$ cat src/rtl/pwm_ramp_ctrl_pkg.sv
// -----------------------------------------------------------------------------
// pwm_ramp_ctrl_pkg
//   Shared definitions for the PWM ramp sequencer: controller state encoding
//   and the default bus widths / reset period used by pwm_ramp_ctrl and its
//   period tracker.
//   Ports: none (package).
// -----------------------------------------------------------------------------
package pwm_ramp_ctrl_pkg;

  localparam int DEF_WIDTH_PERIOD = 16;
  localparam int DEF_WIDTH_DUTY   = 16;
  localparam int DEF_WIDTH_STEP   = 8;
  localparam int DEF_RST_PERIOD   = 1000;

  // Encodings are fixed so the state can be read back by software/debug.
  typedef enum logic [1:0] {
    ST_IDLE = 2'd0,
    ST_RAMP = 2'd1,
    ST_HOLD = 2'd2,
    ST_STOP = 2'd3
  } state_e;

endpackage

$ cat src/rtl/pwm_ramp_ctrl_period_tracker.sv
// -----------------------------------------------------------------------------
// pwm_ramp_ctrl_period_tracker
//   Mirror of the pwm_core period counter. Runs in lockstep with the core
//   (same clock, same reset, same period input) and flags the last clock
//   cycle of every PWM period so upstream logic can update period/duty
//   exactly on a period boundary.
//   Ports:
//     clk       in   clock
//     reset_n   in   asynchronous, active-low reset
//     period_i  in   current PWM period (never 0)
//     tick_o    out  high on the last clk cycle of each PWM period
// -----------------------------------------------------------------------------
module pwm_ramp_ctrl_period_tracker
  import pwm_ramp_ctrl_pkg::*;
#(
  parameter int WIDTH_PERIOD = DEF_WIDTH_PERIOD
) (
  input  logic                    clk,
  input  logic                    reset_n,
  input  logic [WIDTH_PERIOD-1:0] period_i,
  output logic                    tick_o
);

  logic [WIDTH_PERIOD-1:0] cnt_q;
  logic [WIDTH_PERIOD-1:0] cnt_d;

  // ">=" rather than "==" so a period shrinking under a running count still
  // wraps on the next cycle, exactly as pwm_core does.
  assign tick_o = (cnt_q >= period_i - WIDTH_PERIOD'(1));
  assign cnt_d  = tick_o ? '0 : cnt_q + WIDTH_PERIOD'(1);

  // NOTE: sequential state uses non-blocking (<=) so every flop samples the
  // pre-edge values; blocking here would create order-dependent races.
  always_ff @(posedge clk or negedge reset_n) begin
    if (!reset_n) begin
      cnt_q <= '0;
    end else begin
      cnt_q <= cnt_d;
    end
  end

endmodule

$ cat src/rtl/pwm_ramp_ctrl.sv
// -----------------------------------------------------------------------------
// pwm_ramp_ctrl
//   Sequencer for one pwm_core channel. Accepts ramp commands (period, target
//   duty, step) over a valid/ready port and drives the core's period/duty.
//   Period and duty change only on the clock edge that ends a PWM period; duty
//   slews toward the target by a fixed step once per period.
//
//   Build option: define PWM_CTRL_SOFTSTOP_EN to ramp duty down to 0 (STOP
//   state) when enable drops; otherwise duty is forced to 0 on the next clk.
//
//   Ports:
//     clk          in   clock
//     reset_n      in   asynchronous, active-low reset
//     enable       in   channel enable; low forces shutdown
//     cmd_valid    in   command valid
//     cmd_ready    out  command accepted when cmd_valid && cmd_ready
//     cmd_period   in   new PWM period in clk cycles (0 treated as 1)
//     cmd_target   in   target duty in counts (> period means 100%)
//     cmd_step     in   duty change per PWM period (0 means jump)
//     period_o     out  to pwm_core.period
//     duty_o       out  to pwm_core.duty
//     period_tick  out  high on the last clk cycle of each PWM period
//     busy         out  high while ramping or soft-stopping
//     done         out  1-cycle pulse when duty_o reaches its target
// -----------------------------------------------------------------------------
module pwm_ramp_ctrl
  import pwm_ramp_ctrl_pkg::*;
#(
  parameter int WIDTH_PERIOD = DEF_WIDTH_PERIOD,
  parameter int WIDTH_DUTY   = DEF_WIDTH_DUTY,
  parameter int WIDTH_STEP   = DEF_WIDTH_STEP,
  parameter int RST_PERIOD   = DEF_RST_PERIOD
) (
  input  logic                    clk,
  input  logic                    reset_n,
  input  logic                    enable,
  input  logic                    cmd_valid,
  output logic                    cmd_ready,
  input  logic [WIDTH_PERIOD-1:0] cmd_period,
  input  logic [WIDTH_DUTY-1:0]   cmd_target,
  input  logic [WIDTH_STEP-1:0]   cmd_step,
  output logic [WIDTH_PERIOD-1:0] period_o,
  output logic [WIDTH_DUTY-1:0]   duty_o,
  output logic                    period_tick,
  output logic                    busy,
  output logic                    done
);

  // One extra bit so |tgt - duty| never overflows near the top of the range.
  localparam int WX = WIDTH_DUTY + 1;

  state_e                  state_q, state_d;
  logic [WIDTH_PERIOD-1:0] period_q, period_d;
  logic [WIDTH_DUTY-1:0]   duty_q, duty_d;
  logic [WIDTH_PERIOD-1:0] pend_period_q, pend_period_d;
  logic [WIDTH_DUTY-1:0]   tgt_q, tgt_d;
  logic [WIDTH_STEP-1:0]   stp_q, stp_d;
  logic                    done_q, done_d;
  logic                    active_q;

  logic                    tick;
  logic                    accept;

  logic [WX-1:0]           duty_x, tgt_x, stp_x, diff_x;
  logic                    ramp_up;
  logic                    last_step;
  logic [WIDTH_DUTY-1:0]   slew_duty;

  pwm_ramp_ctrl_period_tracker #(
    .WIDTH_PERIOD(WIDTH_PERIOD)
  ) u_tracker (
    .clk     (clk),
    .reset_n (reset_n),
    .period_i(period_q),
    .tick_o  (tick)
  );

  // active_q holds off command acceptance until the first edge after reset,
  // so cmd_ready reads 0 throughout reset regardless of enable.
  assign cmd_ready   = active_q && enable &&
                       ((state_q == ST_IDLE) || (state_q == ST_HOLD));
  assign accept      = cmd_valid && cmd_ready;
  assign busy        = (state_q == ST_RAMP) || (state_q == ST_STOP);
  assign done        = done_q && enable;
  assign period_o    = period_q;
  assign duty_o      = duty_q;
  assign period_tick = tick;

  // Slew arithmetic. The final step snaps to the target, so the plain
  // WIDTH_DUTY add/subtract below is only used when it cannot pass tgt.
  assign duty_x    = WX'(duty_q);
  assign tgt_x     = WX'(tgt_q);
  assign stp_x     = WX'(stp_q);
  assign ramp_up   = (tgt_x >= duty_x);
  assign diff_x    = ramp_up ? (tgt_x - duty_x) : (duty_x - tgt_x);
  assign last_step = (stp_q == '0) || (diff_x <= stp_x);
  assign slew_duty = ramp_up ? (duty_q + WIDTH_DUTY'(stp_q))
                             : (duty_q - WIDTH_DUTY'(stp_q));

`ifdef PWM_CTRL_SOFTSTOP_EN
  logic [WIDTH_DUTY-1:0] stop_dec;
  logic [WIDTH_DUTY-1:0] stop_duty;

  // Soft stop always makes progress even if the last command was a jump.
  assign stop_dec  = (stp_q == '0) ? WIDTH_DUTY'(1) : WIDTH_DUTY'(stp_q);
  assign stop_duty = (duty_q <= stop_dec) ? '0 : (duty_q - stop_dec);
`endif

  // NOTE: every signal written here gets a default first; a path that leaves
  // one unassigned would infer a latch.
  always_comb begin
    state_d       = state_q;
    period_d      = period_q;
    duty_d        = duty_q;
    pend_period_d = pend_period_q;
    tgt_d         = tgt_q;
    stp_d         = stp_q;
    done_d        = 1'b0;

    case (state_q)
      // A tick on the accept cycle is ignored: the command only becomes
      // active in RAMP, so its first effect is at the following tick.
      ST_IDLE, ST_HOLD: begin
        if (accept) begin
          pend_period_d = (cmd_period == '0) ? WIDTH_PERIOD'(1) : cmd_period;
          tgt_d         = cmd_target;
          stp_d         = cmd_step;
          state_d       = ST_RAMP;
        end
      end

      ST_RAMP: begin
        if (tick) begin
          period_d = pend_period_q;
          if (last_step) begin
            duty_d  = tgt_q;
            done_d  = 1'b1;
            state_d = ST_HOLD;
          end else begin
            duty_d  = slew_duty;
          end
        end
      end

`ifdef PWM_CTRL_SOFTSTOP_EN
      // Ignores enable: once started, a soft stop always runs to IDLE.
      ST_STOP: begin
        if (duty_q == '0) begin
          state_d = ST_IDLE;
        end else if (tick) begin
          duty_d = stop_duty;
          if (stop_duty == '0) begin
            state_d = ST_IDLE;
          end
        end
      end
`endif

      default: begin
        state_d = ST_IDLE;
      end
    endcase

    // Shutdown overrides whatever the state logic chose this cycle and
    // discards any latched command.
`ifdef PWM_CTRL_SOFTSTOP_EN
    if (!enable && ((state_q == ST_RAMP) || (state_q == ST_HOLD))) begin
      state_d  = ST_STOP;
      period_d = period_q;
      duty_d   = duty_q;
      done_d   = 1'b0;
    end
`else
    if (!enable) begin
      state_d  = ST_IDLE;
      period_d = period_q;
      duty_d   = '0;
      done_d   = 1'b0;
    end
`endif
  end

  always_ff @(posedge clk or negedge reset_n) begin
    if (!reset_n) begin
      state_q       <= ST_IDLE;
      period_q      <= WIDTH_PERIOD'(RST_PERIOD);
      duty_q        <= '0;
      pend_period_q <= WIDTH_PERIOD'(RST_PERIOD);
      tgt_q         <= '0;
      stp_q         <= '0;
      done_q        <= 1'b0;
      active_q      <= 1'b0;
    end else begin
      state_q       <= state_d;
      period_q      <= period_d;
      duty_q        <= duty_d;
      pend_period_q <= pend_period_d;
      tgt_q         <= tgt_d;
      stp_q         <= stp_d;
      done_q        <= done_d;
      active_q      <= 1'b1;
    end
  end

endmodule

$ cat config.mk
export PLATFORM = sky130hd
export DESIGN_NAME = pwm_ramp_ctrl
export DESIGN_NICKNAME = d
export VERILOG_FILES = /design/src/rtl/pwm_ramp_ctrl_pkg.sv /design/src/rtl/pwm_ramp_ctrl_period_tracker.sv /design/src/rtl/pwm_ramp_ctrl.sv
export SDC_FILE = /design/constraint.sdc
export NUM_CORES = 1
export LEC_CHECK = 0
export CORE_MARGIN = 2
export CORE_UTILIZATION = 52
export DETAILED_ROUTE_END_ITERATION = 10
export HOLD_SLACK_MARGIN = 0.12
export PLACE_DENSITY = 0.86
export SYNTH_ARGS = -nofsm -noshare
export SYNTH_HDL_FRONTEND = slang
export SYNTH_HIERARCHICAL = 1
export SYNTH_SLANG_ARGS = --single-unit
$ cat constraint.sdc
create_clock -name clk -period 5 [get_ports clk]
set_input_delay 0.75 -clock clk [delete_from_list [all_inputs] [get_ports clk]]
set_output_delay 0.75 -clock clk [all_outputs]
set_load 0.005 [all_outputs]
==> impl_metrics.ini, run 1 <==
[sta]
slew_headroom_pct = 27.95
timing.fmax_ghz = 0.2059
fin_crit_ns = 4.858
hold_viol_final = 0
tightest_slew_ns = 1.077
slew_violations = 0
final.setup.tns_ns = 0
finClkSkew_ns = 0.01110
fin_crit_sh_pct = 97.15
setup_viol = 0

[yosys]
synth_cell_types = 85
syn_area_per_cell_um2 = 9.719
netlist_area_um2 = 7269
yosysSeqAreaShare_pct = 31.88
synth_edf_count = 0
ys_ff_latch = 92
async_reset_ff_share_pct = 100.0
yosys_warnings = 6
synthFlopType = dfrtp_1
synthCells = 748
synthesis.nets = 870

[critical_path]
crit_path_max_fanout = 8
crit_chain = inv_1, ha_2, o21a_1, o31a_1, o21ba_4, o31ai_4, nand2_4, buf_4, a31oi_2, xor2_1, ha_1, nand4_1, o21ai_0, o221ai_1, a21oi_2, nor2b_1, mux2_2, or4b_4, or2_4, a21oi_4, a221o_1
reg2reg_from = duty_o[2]$_DFFE_PN0P_
crit_slowest_cell = or4b_4
cp_top_family = compound AO/OA/AOI/OAI gates
critPathRequiredTime_ns = 5.30
crit_start = duty_o[2]$_DFFE_PN0P_
crit_cells = 21
r2r_cells = 21
cp-end-kind = register
max_stage_delay_ns = 0.48
start_kind = register
crit_type = register to register
worstPathArrival_ns = 5.16
path_buf_inv = 2

[grt]
antenna_found_initial = 0
grt-ovfl-total = 0
grt_pass1_wl_mm = 30.05
grt_usage_pct = 25.89
grt_pass1_vias = 5855
grt_max_degree = 56

[power_and_ir_drop]
cellPowerDensity_nw_per_um2 = 313.0
clkPwrFrac_pct = 24.7
switching_share_pct = 37.80
p_sw_uw = 1031
power.leakage_uw = 0.003874
pwr-share-seq_pct = 32.8
vdd_drop_max_mv = 0.2202
p_int_uw = 1696
power_frac_comb_pct = 42.5

[hold_path]
min_path_type = primary input to async pin

[floorplanning]
start_util_pct = 52.78
io_pins = 80
core_area_um2 = 13770
dieArea_um2 = 14940
rows = 43
chipHeight_um = 122.2
fp.dieW_um = 122.2

[drt]
ant_nets = 0
dr_total_vias = 6129
drtPass1Iterations = 6
drt_wl_total_mm = 18.86
routedWlPerCell_um = 18.43
route.detailed.drc = 0
via_per_inst = 5.991
drt_iter0_drc = 397

[clock_tree]
clock_latency_ns = 0.36
clk_pin_slew_ns = 0.07
htree_num_levels = 3
cts_made_buffers = 9
clock_sinks = 92
cts_tree = built
cts_max_path_buffers = 2
cts-root-buf = clkbuf_16
hold_buffers = 0

[finish]
syn_to_final_growth_pct = 19.81
nets = 960
antenna_cells = 0
drive_gt1_share_pct = 19.57
fin_util_pct = 63.24
fill_cells = 1136

[status]
run_status = complete, no violations

[place]
dpl.hpwl_mm = 14.10
gp_congestion = 0.9653
port_buffers = 79

[run]
drv_cap = 0
-- layout by cell type, fill, tap and decap left out, drive strengths merged, types with 3 or more instances in the layout --
cell type	Yosys	routed
mux2	60	60
nor3	21	21
mux2i	16	16
a2111oi	4	4
o211ai	3	3
o21bai	3	3
xor2	17	17
and4	3	3
nand2	51	52
a211oi	4	4
a31oi	4	4
dfstp	12	12
nand2b	6	6
and3	4	4
o21a	10	10
ha	75	75
a21oi	46	46
nand3	16	16
o21ai	37	37
nor2b	6	6
xnor2	37	37
inv	54	59
clkbuf	13	10
o31ai	3	3
nor2	34	34
a221o	4	4
or3	3	3
nor4b	3	3
nor4	25	25
or2	5	5
o221ai	3	3
a211o	3	3
and2	6	6
nand4	11	11
clkdlybuf4s50	0	78
fa	3	3
buf	14	27
a21o	14	14
dfrtp	80	80
-- cells by family after synthesis --
kind of cell             synth area share (%)
XOR/XNOR                                6.506
AO/OA/AOI/OAI                           16.85
AND/OR/NAND/NOR                         14.72
other                                 0.05159
multiplexers                            11.50
flip-flops                              31.88
adder cells (fa/ha/maj)                 13.73
buffers and inverters                   4.768
-- metal layers --
layer / part of all wire, % / track usage (%)
met1: 44 / 34.59
met2: 48 / 43.02
met3: 4.9 / 3.439
met4: 2.5 / 9.483
met5: 0 / 0
-- synthesized netlist by cell type (17+ instances only) --
| cell | instances | area share (%) |
|---|---|---|
| nand2_1 | 50 | 2.6 |
| nor3_1 | 19 | 1.3 |
| xnor2_1 | 37 | 4.5 |
| a21oi_1 | 44 | 3.0 |
| ha_1 | 75 | 13 |
| nor2_1 | 34 | 1.8 |
| o21ai_0 | 20 | 1.4 |
| nor4_1 | 23 | 2.0 |
| inv_1 | 54 | 2.8 |
| xor2_1 | 17 | 2.0 |
| mux2_2 | 60 | 9.3 |
| dfrtp_1 | 80 | 28 |
-- final cells by class --
cell class | instances | area (um^2) | area share, %
clock buffers | 10 | 229.0 | 2.629
clock inverters | 6 | 53.80 | 0.6177
inverters | 54 | 202.7 | 2.327
multi-input cells | 576 | 4683 | 53.77
flip-flops and latches | 92 | 2320 | 26.63
well taps | 180 | 225.2 | 2.586
repair buffers | 105 | 996.0 | 11.44
-- power groups by stage --
stage	logic, uW	registers [uW]	clock network, uW
floorplan	827	883	0
global placement	1060	899	0
detailed placement	1090	905	0
CTS	1100	891	684
global route	1260	905	719
finish	1160	894	674
-- path summary, 6_finish.rpt --
kind	slack, ns	end
setup / recovery	0.14	duty_o[7]$_DFFE_PN0P_
hold / removal	0.34	pend_period_q[15]$_DFFE_PN0P_
setup reg to reg	0.14	duty_o[7]$_DFFE_PN0P_
hold reg to reg	0.50	period_o[12]$_DFFE_PN0P_
max in group asynchronous	3.56	duty_o[13]$_DFFE_PN0P_
min in group clk	0.50	period_o[12]$_DFFE_PN0P_
-- state kept, by name, summed over array words and instances (netlist names) --
name and flops:
stp_q 8, active_q 1, state_q 2, u_tracker/cnt_q 16, duty_o 16, pend_period_q 16
tgt_q 16, period_o 16, done_q 1
-- stage by stage --
step | cell area [um^2] | setup slack [ns] | total power (uW) | hold WS [ns] | std cells
after floorplan | 7269 | 0.1208 | 1709 | 0.4460 | 748
after global placement | 8307 | 0.2650 | 1962 | 0.4688 | 1002
after detailed placement | 8307 | 0.08253 | 1996 | 0.4929 | 1002
after CTS | 8589 | 0.07720 | 2674 | 0.3535 | 1018
after global routing | 8710 | -0.02971 | 2883 | 0.3769 | 1023
final | 8710 | 0.1423 | 2727 | 0.3396 | 1023
-- what timing repair did --
action | CTS | global route
gates resized for setup | 0 | 23
buffers inserted | 0 | 4
setup endpoints to repair | 0 | 19
No activity file was read; power rests on OpenSTA's default activity.
==> run 2: changes to the inputs <==
- ABC_AREA: not set -> 0
- CAP_MARGIN: not set -> 15
- PLACE_DENSITY: 0.86 -> 0.77
==> run 2 against run 1 <==
Maximum frequency rose by 0.29%. Non-clock buffer count rose by 1. Sequential power rose by 0.6%. Total power fell by 0.12%. Largest cell class unchanged. Largest power group unchanged. Critical endpoint is now duty_o[15]$_DFFE_PN0P_. Register-to-register slack barely moved. Final area barely moved. Critical path depth rose by 1. Worst setup slack improved by 0.014 ns. Die area did not move. Sequential share of layout area barely moved. Highest routed layer unchanged. Hold slack improved by 0.0044 ns.
==> impl_metrics.ini, run 2 (synthesis results as in run 1) <==
[status]
run_status = complete, no violations

[floorplanning]
fp.dieW_um = 122.2
chipHeight_um = 122.2
core_area_um2 = 13770
io_pins = 80
rows = 43
dieArea_um2 = 14940
start_util_pct = 52.78

[power_and_ir_drop]
power.leakage_uw = 0.003887
p_total_uw = 2723
vdd_drop_max_mv = 0.2208
cellPowerDensity_nw_per_um2 = 312.5

[place]
port_buffers = 79
dpl.hpwl_mm = 14.71
gp_congestion = 0.9974

[drt]
route.detailed.drc = 0
via_per_inst = 5.930
drtPass1Iterations = 6
dr_total_vias = 6072
drt_wl_total_mm = 19.14
ant_nets = 0
routedWlPerCell_um = 18.69
drt_iter0_drc = 453

[finish]
fill_cells = 1167
syn_to_final_growth_pct = 19.88
nets = 961
drive_gt1_share_pct = 19.08
layout_common_cells = 78 x clkdlybuf4s50_1, 77 x dfrtp_1, 70 x ha_1
antenna_cells = 0
fin_util_pct = 63.27
final_common_cell = clkdlybuf4s50_1

[critical_path]
reg2reg_from = duty_o[2]$_DFFE_PN0P_
endpoint = duty_o[15]$_DFFE_PN0P_
start_kind = register
worstPathArrival_ns = 5.13
r2r_slack_ns = 0.16
crit_path_max_fanout = 8
r2r_cells = 22
critPathRequiredTime_ns = 5.29
crit_type = register to register
crit_start = duty_o[2]$_DFFE_PN0P_
r2r_end = duty_o[15]$_DFFE_PN0P_
cp-end-kind = register

[clock_tree]
clk_pin_slew_ns = 0.07
clock_latency_ns = 0.36
cts-root-buf = clkbuf_16
clock_sinks = 92
cts_tree = built
cts_made_buffers = 9
htree_num_levels = 3
cts_max_path_buffers = 2

[sta]
tightest_slew_ns = 1.067
slew_headroom_pct = 28.61
fin_hold_ws_ns = 0.3440
slew_violations = 0
setup_viol = 0
timing.fmax_ghz = 0.2064
fin_crit_sh_pct = 96.88
finClkSkew_ns = 0.009284
hold_viol_final = 0
fin_crit_ns = 4.844

[grt]
grt_usage_pct = 26.31
grt_pass1_vias = 5975
grt_max_degree = 58
grt-ovfl-total = 0
grt_pass1_wl_mm = 30.84
antenna_found_initial = 0

[run]
drv_cap = 0

[hold_path]
min_path_type = primary input to async pin
-- run 2: final cells by class --
cell class | count | area (um^2) | share of cell area (%)
Sequential cell | 92 | 2321 | 26.63
Inverter | 54 | 202.7 | 2.326
Tap cell | 180 | 225.2 | 2.584
Clock buffer | 10 | 239.0 | 2.742
Timing Repair Buffer | 106 | 1003 | 11.51
Multi-Input combinational cell | 576 | 4668 | 53.57
Clock inverter | 6 | 55.05 | 0.6317
-- run 2: how the worst min path moves through the flow --
stage          depth (start not counted)                       endpoint  slack (ns)
5_1_grt                                1  pend_period_q[10]$_DFFE_PN0P_        0.39
3_3_place_gp                           2   pend_period_q[0]$_DFFE_PN0P_        0.46
3_5_place_dp                           1       period_o[14]$_DFFE_PN0P_        0.49
6_report                               1  pend_period_q[10]$_DFFE_PN0P_        0.34
2_1_floorplan                          0             active_q$_DFF_PN0_        0.45
4_1_cts                                1  pend_period_q[10]$_DFFE_PN0P_        0.36
-- run 2: metal layers --
| layer | vias up | share of wire (%) | global-route usage (%) |
|---|---|---|---|
| met5 | - | 0 | 0 |
| met4 | 0 | 1.8 | 7.902 |
| met3 | 27 | 4.9 | 3.950 |
| met2 | 184 | 48 | 43.85 |
| met1 | 2965 | 45 | 35.44 |
| li1 | 2896 | - | - |
-- run 2: where the power goes --
part	switching [uW]	internal (uW)
clock	313	360
sequential	71.7	828
combinational	629	522
total	1010	1710
-- run 2: timing repair --
item | in CTS | in global routing
setup endpoints to repair | 0 | 18
resized for setup | 0 | 17
setup buffers | 0 | 4
hold buffers | 0 | 0
-- run 2: through the flow --
| step | area, um^2 | std cells | worst slack, ns | setup TNS (ns) |
|---|---|---|---|---|
| CTS | 8621 | 1019 | 0.1430 | 0 |
| finish | 8715 | 1024 | 0.1562 | 0 |
| floorplan | 7269 | 748 | 0.1208 | 0 |
| detailed placement | 8327 | 1003 | 0.1902 | 0 |
| global placement | 8327 | 1003 | 0.3045 | 0 |
| global route | 8715 | 1024 | -0.02029 | -0.02696 |
-- run 2: worst max-delay path: stages, from the launching register on --
cell,delay (ns)
dfrtp_1,0.42
inv_1,0.07
ha_2,0.31
o21a_1,0.18
o31a_1,0.13
o21ba_4,0.26
o31ai_4,0.32
nand2_4,0.13
buf_4,0.19
a31oi_1,0.18
xnor2_1,0.22
ha_1,0.34
o21ai_0,0.16
nand2_1,0.07
nand2_1,0.06
a21oi_1,0.10
o41a_1,0.39
a21oi_1,0.28
o2111ai_1,0.18
o211ai_1,0.16
xnor2_1,0.11
nor4b_1,0.32
a221o_1,0.17
==> RTL edit, RTL diff (settings of run 2) <==
Set the package constant `DEF_WIDTH_STEP` to 12 (it was 8).
--- a/src/rtl/pwm_ramp_ctrl_pkg.sv
+++ b/src/rtl/pwm_ramp_ctrl_pkg.sv
@@ -9,7 +9,7 @@
 
   localparam int DEF_WIDTH_PERIOD = 16;
   localparam int DEF_WIDTH_DUTY   = 16;
-  localparam int DEF_WIDTH_STEP   = 8;
+  localparam int DEF_WIDTH_STEP   = 12;
   localparam int DEF_RST_PERIOD   = 1000;
 
   // Encodings are fixed so the state can be read back by software/debug.
Ports: changed (resized cmd_step); port bits go from 80 to 84. The function was not compared with the original's and may differ.
==> RTL edit against run 2 <==
- highest routed layer unchanged
- via count increased by 14%
- synthesized area increased by 5.1%
- power increased by 12%
- worst setup slack improved by 14 ps
- design area increased by 8.1%
- sequential cell count increased by 4
- routed wire length increased by 13%
- largest cell class unchanged
==> RTL edit: results (changes against run 2) <==
Place
* **dpl cell area** 8970 µm², +7.7%
* **final estimated routing congestion in global placement** 0.991, -0.60%
* **buffers added on ports** 83, +5.1%
* **Detail Placement HPWL** 16.4 mm, +12%

Yosys
* **largest cells by area after synthesis** dfrtp_1 28%, ha_1 13%, mux2_2 8.3%, nand2_1 6.2%, xnor2_1 5.7%
* **sequential area share after synthesis** 31.6%, -0.24 points
* **number of storage elements in the synthesis netlist** 96, +4.3%
* **top cells by count, synth** 126 x nand2_1, 84 x dfrtp_1, 78 x ha_1
* **count of synthesis-stage warnings from yosys** 6, unchanged

Setup path
* **Reg-to-Reg End** duty_o[3]$_DFFE_PN0P_
* **arrival time of the worst setup path** 5070 ps, -60 ps
* **Worst R2R Path Depth** 21, -4.5%
* **worst setup path startpoint** tgt_q[11]$_DFFE_PN0P_
* **top fanout value on the critical path** 10, +2
* **CP max-delay cell** dfrtp_1
* **beginning of the worst register-to-register path** tgt_q[11]$_DFFE_PN0P_

Finish
* **total number of multi-input combinational cells** 671, +16%
* **area taken by flip-flops and latches** 2420 µm², +4.2%
* **Layout clock buffers** 9, -1
* **multi-input gate share of total cell area** 52.3%, -1.2 points
* **number of fill cells** 1205, +3.3%
* **non-clock buffering overhead in the final layout** 13.7%, +2.2 points
* **fraction of layout instances using a drive strength above 1** 17.5%, -1.6 points
* **clock buffer and inverter area fraction after layout** 3.43%, +0.051 points

Power
* **power per cell area** 323 nW/µm², +3.5%
* **combinational cell power** 1340 µW, +17%
* **total leakage power** 0.00425 µW, +9.4%
* **internal power** 1910 µW, +12%
* **maximum ir drop on the vdd rail** 0.203 mV, -8.3%

Drt
* **drt first-iter violations** 552, +22%
* **met2 wire length** 9.80 mm, +5.8%
* **drt via density** 5.91, -0.29%
* **number of iterations in the first detailed-routing pass** 5, -1
* **met1 WL** 10.0 mm, +17%
* **routed wire length** 21.5 mm, +13%
* **sum of met3 wire segment lengths after detailed routing** 1.03 mm, +9.2%

Run status
* **result of the run** completed

GRT
* **via count of the first global-routing pass** 6791, +14%
* **GRT Resource Usage Total** 27.9%, +1.6 points
* **pin count of the biggest net entering global routing** 52, -10%
* **met3 usage** 3.94%, -0.013 points
* **global-route met2 utilization** 44.6%, +0.77 points

Timing
* **Worst-Margin Slew** 715 ps, -352 ps
* **maximum clock skew at final layout** 13.0 ps, +3.73 ps

RTL edit: cell types whose count changed after synthesis, moves of 6 or more:
cell | run 2 | this run
nand2_1 | 50 | 126
o21ai_1 | 15 | 0
o211ai_1 | 3 | 16
xnor2_1 | 37 | 50
mux2i_1 | 16 | 4
o21ai_0 | 20 | 32
clkbuf_1 | 13 | 23
inv_1 | 54 | 61
nand3_1 | 15 | 21
RTL edit: cell families (layout without fill, tap and decap cells):
logic type	after synthesis	after routing	synth area share, %
other cells	1	1	0.0491
compound gates	175	175	15.7
mux	60	60	8.78
xor+xnor	62	62	7.11
simple gates	292	292	18.6
buf+inv	92	216	4.63
fa+ha+maj	81	81	13.6
flops	96	96	31.6
RTL edit: stage by stage:
stage               cells  utilization, %  setup slack, ps  setup TNS, ps  hold WS [ps]
floorplan             859               -              113              0           432
global placement     1144            62.2              222              0           437
detailed placement   1144            62.2             68.6              0           444
CTS                  1160            64.4             26.8              0           458
global route         1167            65.3            -3.98          -3.98           483
finish               1167            65.3              170              0           413
RTL edit: timing repair:
item,CTS,global route
setup buffers,0,5
gates resized for setup,0,14
endpoints found under the setup margin,0,19
RTL edit: how the worst min path moves through the flow:
stage,from,end,slack (ps),depth (start not counted)
CTS,reset_n,duty_o[7]$_DFFE_PN0P_,460,1
detailed placement,pend_period_q[7]$_DFFE_PN1P_,period_o[7]$_DFFE_PN1P_,440,2
global placement,pend_period_q[3]$_DFFE_PN1P_,period_o[3]$_DFFE_PN1P_,440,2
finish,reset_n,u_tracker/cnt_q[15]$_DFF_PN0_,410,1
floorplan,pend_period_q[6]$_DFFE_PN1P_,period_o[6]$_DFFE_PN1P_,430,2
global route,pend_period_q[15]$_DFFE_PN0P_,period_o[15]$_DFFE_PN0P_,480,2
